===== config.mk =====
export PLATFORM = sky130hd
export DESIGN_NAME = alu_arbiter
export DESIGN_NICKNAME = d
export VERILOG_FILES = /design/src/rtl/alu_arbiter.sv
export SDC_FILE = /design/constraint.sdc
export NUM_CORES = 1
export LEC_CHECK = 0
export ABC_AREA = 1
export BUFFER_PORTS_ARGS = -buffer_cell sky130_fd_sc_hd__buf_2
export CORE_MARGIN = 1
export CORE_UTILIZATION = 50
export CTS_CLUSTER_DIAMETER = 40
export DETAILED_ROUTE_END_ITERATION = 10
export PLACE_DENSITY = 0.78
export SYNTH_ARGS = -nofsm -noshare
export SYNTH_HDL_FRONTEND = slang
export SYNTH_SLANG_ARGS = --single-unit

===== constraint.sdc =====
create_clock -name clk -period 2 [get_ports clk]
set_input_delay 0.2 -clock clk [delete_from_list [all_inputs] [get_ports clk]]
set_output_delay 0.2 -clock clk [all_outputs]
set_load 0.05 [all_outputs]

===== src/rtl/alu_arbiter.sv =====
// Round-robin arbiter sharing one N-bit ALU between two requesters.
// Handshake: grant in IDLE, one EXEC cycle, one RESP cycle with a done pulse.

module alu #(
  parameter int N = 4
) (
  input  logic [2:0]   sel,
  input  logic [N-1:0] a,
  input  logic [N-1:0] b,
  output logic [N-1:0] y
);

  // Combinational ALU; every result wraps modulo 2^N
  always_comb begin
    y = {N{1'b0}};
    case (sel)
      3'b000:  y = a & b;
      3'b001:  y = a | b;
      3'b010:  y = a + b;
      3'b011:  y = {N{1'b0}};
      3'b100:  y = a & ~b;
      3'b101:  y = a | ~b;
      3'b110:  y = a - b;
      3'b111:  y = {{(N-1){1'b0}}, (a < b)};
      default: y = {N{1'b0}};
    endcase
  end

endmodule

module alu_arbiter #(
  parameter int N = 4
) (
  input  logic         clk,
  input  logic         rst_n,
  input  logic         req0,
  input  logic [2:0]   sel0,
  input  logic [N-1:0] a0,
  input  logic [N-1:0] b0,
  output logic         gnt0,
  output logic         done0,
  input  logic         req1,
  input  logic [2:0]   sel1,
  input  logic [N-1:0] a1,
  input  logic [N-1:0] b1,
  output logic         gnt1,
  output logic         done1,
  output logic [N-1:0] y,
  output logic         zero,
  output logic         busy
);

  typedef enum logic [1:0] {
    IDLE = 2'b00,
    EXEC = 2'b01,
    RESP = 2'b10
  } state_t;

  state_t       state_r;
  state_t       state_s;
  logic         prio_r;
  logic         owner_r;
  logic [2:0]   sel_r;
  logic [N-1:0] a_r;
  logic [N-1:0] b_r;
  logic [N-1:0] y_r;
  logic         zero_r;
  logic         done0_r;
  logic         done1_r;
  logic         gnt0_s;
  logic         gnt1_s;
  logic [N-1:0] alu_y_s;

  alu #(.N(N)) u_alu (
    .sel (sel_r),
    .a   (a_r),
    .b   (b_r),
    .y   (alu_y_s)
  );

  // Grant decode (IDLE only) and next-state logic
  always_comb begin
    gnt0_s  = 1'b0;
    gnt1_s  = 1'b0;
    state_s = state_r;
    case (state_r)
      IDLE: begin
        if (req0 && req1) begin
          if (prio_r) begin
            gnt1_s = 1'b1;
          end else begin
            gnt0_s = 1'b1;
          end
        end else if (req0) begin
          gnt0_s = 1'b1;
        end else if (req1) begin
          gnt1_s = 1'b1;
        end else begin
          gnt0_s = 1'b0;
          gnt1_s = 1'b0;
        end
        if (gnt0_s || gnt1_s) begin
          state_s = EXEC;
        end else begin
          state_s = IDLE;
        end
      end
      EXEC:    state_s = RESP;
      RESP:    state_s = IDLE;
      default: state_s = IDLE;
    endcase
  end

  // State, operand capture, result registers and done pulses
  always_ff @(posedge clk or negedge rst_n) begin
    if (!rst_n) begin
      state_r <= IDLE;
      prio_r  <= 1'b0;
      owner_r <= 1'b0;
      sel_r   <= 3'b000;
      a_r     <= {N{1'b0}};
      b_r     <= {N{1'b0}};
      y_r     <= {N{1'b0}};
      zero_r  <= 1'b0;
      done0_r <= 1'b0;
      done1_r <= 1'b0;
    end else begin
      state_r <= state_s;
      done0_r <= 1'b0;
      done1_r <= 1'b0;
      if (gnt0_s || gnt1_s) begin
        sel_r   <= gnt1_s ? sel1 : sel0;
        a_r     <= gnt1_s ? a1 : a0;
        b_r     <= gnt1_s ? b1 : b0;
        owner_r <= gnt1_s;
        prio_r  <= ~gnt1_s;
      end
      // Done is raised on the EXEC exit edge so it is high for all of RESP
      if (state_r == EXEC) begin
        y_r     <= alu_y_s;
        zero_r  <= (alu_y_s == {N{1'b0}});
        done0_r <= ~owner_r;
        done1_r <= owner_r;
      end
    end
  end

  assign gnt0  = gnt0_s;
  assign gnt1  = gnt1_s;
  assign done0 = done0_r;
  assign done1 = done1_r;
  assign y     = y_r;
  assign zero  = zero_r;
  assign busy  = (state_r != IDLE);

endmodule


==> results of run 1 <==
[metal layers]
metal	global-route usage	vias up	routed length, um
met1	0.310	616	1530
met2	0.382	39	1600
met3	0.0209	6	111
met4	0.104	0	54
met5	0	-	0
li1	-	663	-
[stage by stage]
stage                     instance area [um^2]  setup WS [ps]
after floorplan                           1440            314
after global placement                    1630            247
after detailed placement                  1630            163
after CTS                                 1660            149
after global routing                      1670           2.86
final                                     1670            160
[cell families after synthesis]
logic type,synth area share
DFF,0.383
and+or+nand+nor,0.247
buffers and inverters,0.0897
xor gates and xnor gates,0.0122
adders and majority gates,0.0888
AOI/OAI and AO/OA,0.179
[cell usage in the layout (no fill, tap or decap), types with 2 or more instances in the layout]
master / n
o22ai_1: 2
nor2_2: 2
clkbuf_4: 3
o21ai_1: 4
nand2_1: 39
fa_1: 2
nand3_1: 15
buf_2: 35
o22ai_2: 9
xnor2_1: 2
dfrtp_1: 22
buf_4: 2
inv_2: 6
ha_1: 7
a21oi_1: 15
inv_1: 19
nor2_1: 25
[power groups by stage]
stage | clock network, W | registers (W) | logic (W)
2_1_floorplan | 0 | 0.00101 | 0.00155
3_3_place_gp | 0 | 0.000857 | 0.00211
3_5_place_dp | 0 | 0.000869 | 0.00214
4_1_cts | 0.000198 | 0.000860 | 0.00215
5_1_grt | 0.000231 | 0.000890 | 0.00241
6_report | 0.000197 | 0.000861 | 0.00216
[flip-flops by register name, indices dropped and copies added (netlist names)]
signal and flops:
state_r 2, owner_r 1, done1 1, zero 1, a_r 4, prio_r 1
b_r 4, y 4, sel_r 3, done0 1
[cell type report]
class	instances	area (um^2)
well taps	31	38.8
clock buffers	3	22.5
multi-input cells	130	759
inverters	25	93.8
fillers	246	1070
flip-flops and latches	22	551
repair buffers	38	200
[how the worst min path moves through the flow]
| stage | endpoint | slack, ps | from | cells after the start |
|---|---|---|---|---|
| finish | sel_r[2]$_DFFE_PN0P_ | 150 | sel1[2] | 3 |
| global route | sel_r[0]$_DFFE_PN0P_ | 130 | sel1[0] | 3 |
| CTS | a_r[2]$_DFFE_PN0P_ | 150 | a1[2] | 3 |
| detailed placement | y[1]$_DFFE_PN0P_ | 190 | rst_n | 1 |
| global placement | y[1]$_DFFE_PN0P_ | 190 | rst_n | 1 |
| floorplan | a_r[0]$_DFFE_PN0P_ | -100 | rst_n | 0 |
[timing repair]
action	CTS	global route
buffers inserted	0	0
setup endpoints to repair	0	1
hold buffers	1	0
resized for setup	0	1
hold endpoints to repair	22	0
[critical path, stage by stage, from the launching register on]
cell	delay (ps)
dfrtp_1	390
inv_1	90
ha_1	240
fa_1	390
nand3b_1	170
nand3_1	90
nand2_1	60
nor2_2	110
nand2_1	60
nor2_1	80
nand2_1	50
nand2_1	50
==> impl_metrics.csv, run 1 <==
group,metric,value,unit
worst_setup_path,path_max_fanout,3,
die,rows,19,
final_layout,drive_above_1_share,0.275,
worst_setup_path,worstRegToRegCells,11,
power,p_leak,0.903,nW
sta,slew_headroom,0.675,
power,vdd.ir_drop.worst,1.47,mV
sta,tightest_slew,487,ps
synthesis,synth.most_common_cell,"nand2_1",
synthesis,yosys_warnings,0,
sta,hold_viol,0,
die,core_area,2730,um^2
synthesis,synthTopCellsByArea,"dfrtp_1, nand2_1, o22ai_2, nor2_1, ha_1",
worst_setup_path,cp.arrival,2090,ps
sta,slew_violations,0,
drt,first_pass_iters,4,
worst_setup_path,cp-end-kind,"flop",
drt,remaining_drc_errors,0,
power,swShare,0.539,
final_layout,layout.cells.non_filler,249,
outcome,status,"completed",
worst_setup_path,r2r_start,"a_r[0]$_DFFE_PN0P_",
worst_setup_path,cp_data_required_time,2250,ps
drt,drt-total-wl,3300,um
synthesis,synth_top_cell_area_share,0.383,
die,ios,36,
worst_setup_path,critical_path_class,"flop to flop",
global_route,grt.total_usage,0.231,
worst_setup_path,worstSetupStartpointType,"flop",
clock_network,clk_latency,300,ps
clock_network,path_clk_slew,110,ps
synthesis,synth.distinct_cells,25,
final_layout,area_delta_synth_final,15.9,%
clock_network,cts-buffers-inserted,3,
drt,vias_per_cell,5.32,
power,pwr-share-clk,0.061,
clock_network,clockBufferDepth,2,
global_route,grt_max_degree,23,
sta,fin_crit,1840,ps
power,intPower,0.00149,W
worst_setup_path,reg2reg_to,"zero$_DFFE_PN0P_",
sta,skew,0.891,ps
worst_setup_path,startpoint,"a_r[0]$_DFFE_PN0P_",
synthesis,synth_area,1440,um^2
die,fp.dieH,55.6,um
sta,timing.final.crit_share,0.920,
synthesis,yosys_register_bits,22,
final_layout,post-route-util,0.609,
drt,ant_nets,0,
synthesis,synth_ff_type,"dfrtp_1",
placed_design,portBuffers,35,
power,p_per_area,1930,nW/um^2
power,power.switching,0.00173,W
power,seq_power_share,0.268,
die,die_w,55.6,um
drt,vias,1324,
drt,drt_iter0_drc,33,
worst_setup_path,reg2reg_slack,160,ps
synthesis,synth_edf_count,0,
placed_design,hpwlAfterDp,2530,um
clock_network,cts.sink_count,22,
global_route,grt_pass1_wl,5600,um
clock_network,clockRootBuffer,"clkbuf_4",
synthesis,synth-seq-area-share,0.383,
synthesis,synth.largest_area_cell,"dfrtp_1",
global_route,overflow,0,
worst_setup_path,endpoint,"zero$_DFFE_PN0P_",
sta,max_freq,0.543,GHz
synthesis,syn_area_per_cell,7.85,um^2
synthesis,postSynth.asyncResetShare,1.00,
die,die_area,3090,um^2
synthesis,syn_inst,183,
sta,holdWs,146,ps
hold_path,hp-class,"primary input to flop",
final_layout,antenna_cells,0,
final_layout,nNetsFinal,255,
synthesis,syn_nets,218,
power,p_comb_frac,0.671,
placed_design,dp_cells,245,
clock_network,cts_tree,"yes",
global_route,grt_pass1_vias,1265,
sta,setup_viol,0,
sta,rsz0062_at_grt,"false",
clock_network,h-tree-depth,1,
sta,fin_tns_setup,0,ps
job,cap_violations,0,
placed_design,place.gp.congestion,0.937,
die,initial_core_util,0.525,
synthesis,synth_common_cells,"nand2_1, nor2_1, dfrtp_1",
global_route,antenna_found_initial,0,
power,p_total,0.00322,W
drt,post_drt_wl_per_cell,13.2,um
Note: power is estimated with default switching activity, not from simulation.
==> inputs of run 2 (changes only) <==
- clock period: 2 -> 2.3 ns (I/O delays scaled with it)
==> impl_metrics.csv, run 2 (same netlist as run 1, synthesis figures left out) <==
group,metric,value,unit
outcome,status,"completed",
clock_network,cts_tree,"yes",
sta,fin_tns_setup,0,ps
die,rows,19,
final_layout,fin_area,1690,um^2
sta,rsz0062_at_grt,"false",
sta,slew_headroom,0.672,
final_layout,nNetsFinal,255,
clock_network,clk_latency,310,ps
clock_network,cts.sink_count,22,
global_route,grt_pass1_vias,1324,
clock_network,path_clk_slew,130,ps
worst_setup_path,cp_data_required_time,2070,ps
clock_network,h-tree-depth,1,
die,fp.dieH,55.6,um
global_route,antenna_found_initial,0,
global_route,grt_pass1_wl,5710,um
drt,vias,1334,
worst_setup_path,r2r_start,"a_r[0]$_DFFE_PN0P_",
die,initial_core_util,0.525,
final_layout,antenna_cells,0,
hold_path,hp-class,"primary input to flop",
die,die_w,55.6,um
clock_network,post_cts_resize_count,0,
sta,hold_viol,0,
power,p_leak,0.917,nW
sta,skew,8.76,ps
sta,timing.final.crit_share,0.810,
drt,first_pass_iters,6,
final_layout,final_common_cell,"nand2_1",
sta,fin_crit,1860,ps
worst_setup_path,worstRegToRegCells,11,
hold_path,min_path_cells,3,
global_route,overflow,0,
final_layout,mostFrequentLayoutCells,"nand2_1, buf_2, nor2_1, dfrtp_1, inv_1",
worst_setup_path,cp.arrival,1630,ps
sta,fin_ws,437,ps
worst_setup_path,critical_path_class,"flop to output pin",
sta,max_freq,0.537,GHz
worst_setup_path,cp-end-kind,"output pin",
die,ios,36,
drt,drt_iter0_drc,50,
final_layout,area_delta_synth_final,17.9,%
power,vdd.ir_drop.worst,1.31,mV
drt,remaining_drc_errors,0,
placed_design,place_ws,501,ps
hold_path,holdPathEnd,"b_r[3]$_DFFE_PN0P_",
worst_setup_path,reg2reg_to,"zero$_DFFE_PN0P_",
die,die_area,3090,um^2
placed_design,portBuffers,35,
global_route,grt.total_usage,0.233,
drt,vias_per_cell,5.34,
worst_setup_path,path_max_fanout,5,
hold_path,hp-start,"b1[3]",
placed_design,hpwlAfterDp,2510,um
power,p_per_area,1720,nW/um^2
global_route,grt_max_degree,23,
sta,tightest_slew,492,ps
final_layout,drive_above_1_share,0.274,
drt,ant_nets,0,
placed_design,place.gp.congestion,0.933,
final_layout,nFillCells,242,
drt,post_drt_wl_per_cell,13.0,um
sta,slew_violations,0,
clock_network,cts-buffers-inserted,3,
worst_setup_path,worstSetupStartpointType,"flop",
sta,setup_viol,0,
clock_network,clockBufferDepth,2,
die,core_area,2730,um^2
drt,drt-total-wl,3260,um
placed_design,post_dp_cell_area,1630,um^2
worst_setup_path,reg2reg_slack,470,ps
job,cap_violations,0,
clock_network,clockRootBuffer,"clkbuf_4",
==> run 2: cell count changes in the layout (fill, tap and decap cells not counted) <==
cell,change
nor2_2,-1
nor2_1,+1
bufinv_16,+1
==> run 2: final cells by class <==
class / count / area, um^2 / share of cell area
multi-input cells: 130 / 757 / 0.447
clock inverters: 1 / 30.0 / 0.0177
well taps: 31 / 38.8 / 0.0229
flip-flops and latches: 22 / 551 / 0.325
repair buffers: 38 / 200 / 0.118
clock buffers: 3 / 22.5 / 0.0133
inverters: 25 / 93.8 / 0.0554
==> run 2: what timing repair did <==
action                    4_1_cts  5_1_grt
hold buffers                    1        0
setup buffers                   0        0
hold endpoints to repair       22        0
==> run 2: through the flow <==
stage / std cells / util / hold WS, ps / total power (W)
2_1_floorplan: 183 / - / -65.6 / 0.00222
3_3_place_gp: 245 / 0.596 / 218 / 0.00257
3_5_place_dp: 245 / 0.596 / 217 / 0.00260
4_1_cts: 250 / 0.619 / 164 / 0.00291
5_1_grt: 250 / 0.619 / 180 / 0.00319
6_report: 250 / 0.619 / 171 / 0.00291
==> run 2: worst max-delay path by stage <==
stage / start / end / depth (start not counted)
after CTS: state_r[1]$_DFF_PN0_ / gnt0 / 4
after detailed placement: a_r[0]$_DFFE_PN0P_ / zero$_DFFE_PN0P_ / 11
after floorplan: a_r[0]$_DFFE_PN0P_ / zero$_DFFE_PN0P_ / 11
final: state_r[1]$_DFF_PN0_ / gnt0 / 4
after global routing: a_r[0]$_DFFE_PN0P_ / zero$_DFFE_PN0P_ / 11
after global placement: a_r[0]$_DFFE_PN0P_ / zero$_DFFE_PN0P_ / 11
==> run 2: routing by layer <==
layer / vias to the layer above / routed length, um / part of all wire / GRT usage
met1: 622 / 1480 / 0.45 / 0.319
met3: 6 / 150 / 0.046 / 0.0140
met2: 42 / 1610 / 0.49 / 0.391
met4: 0 / 22 / 0.0068 / 0.0893
met5: - / 0 / 0 / 0
li1: 664 / - / - / -
==> run 2: power breakdown <==
part           switching (W)  leakage [nW]  total [W]  internal, W
Combinational        0.00122         0.622    0.00187     0.000648
Clock               0.000120        0.0279   0.000296     0.000176
Sequential          0.000168         0.267   0.000745     0.000577
==> run 2: critical path, cell delays in order (launching register included) <==
cell and delay (ps):
dfrtp_1 410, nor2_2 170, inv_2 60, a211oi_2 330, buf_2 340
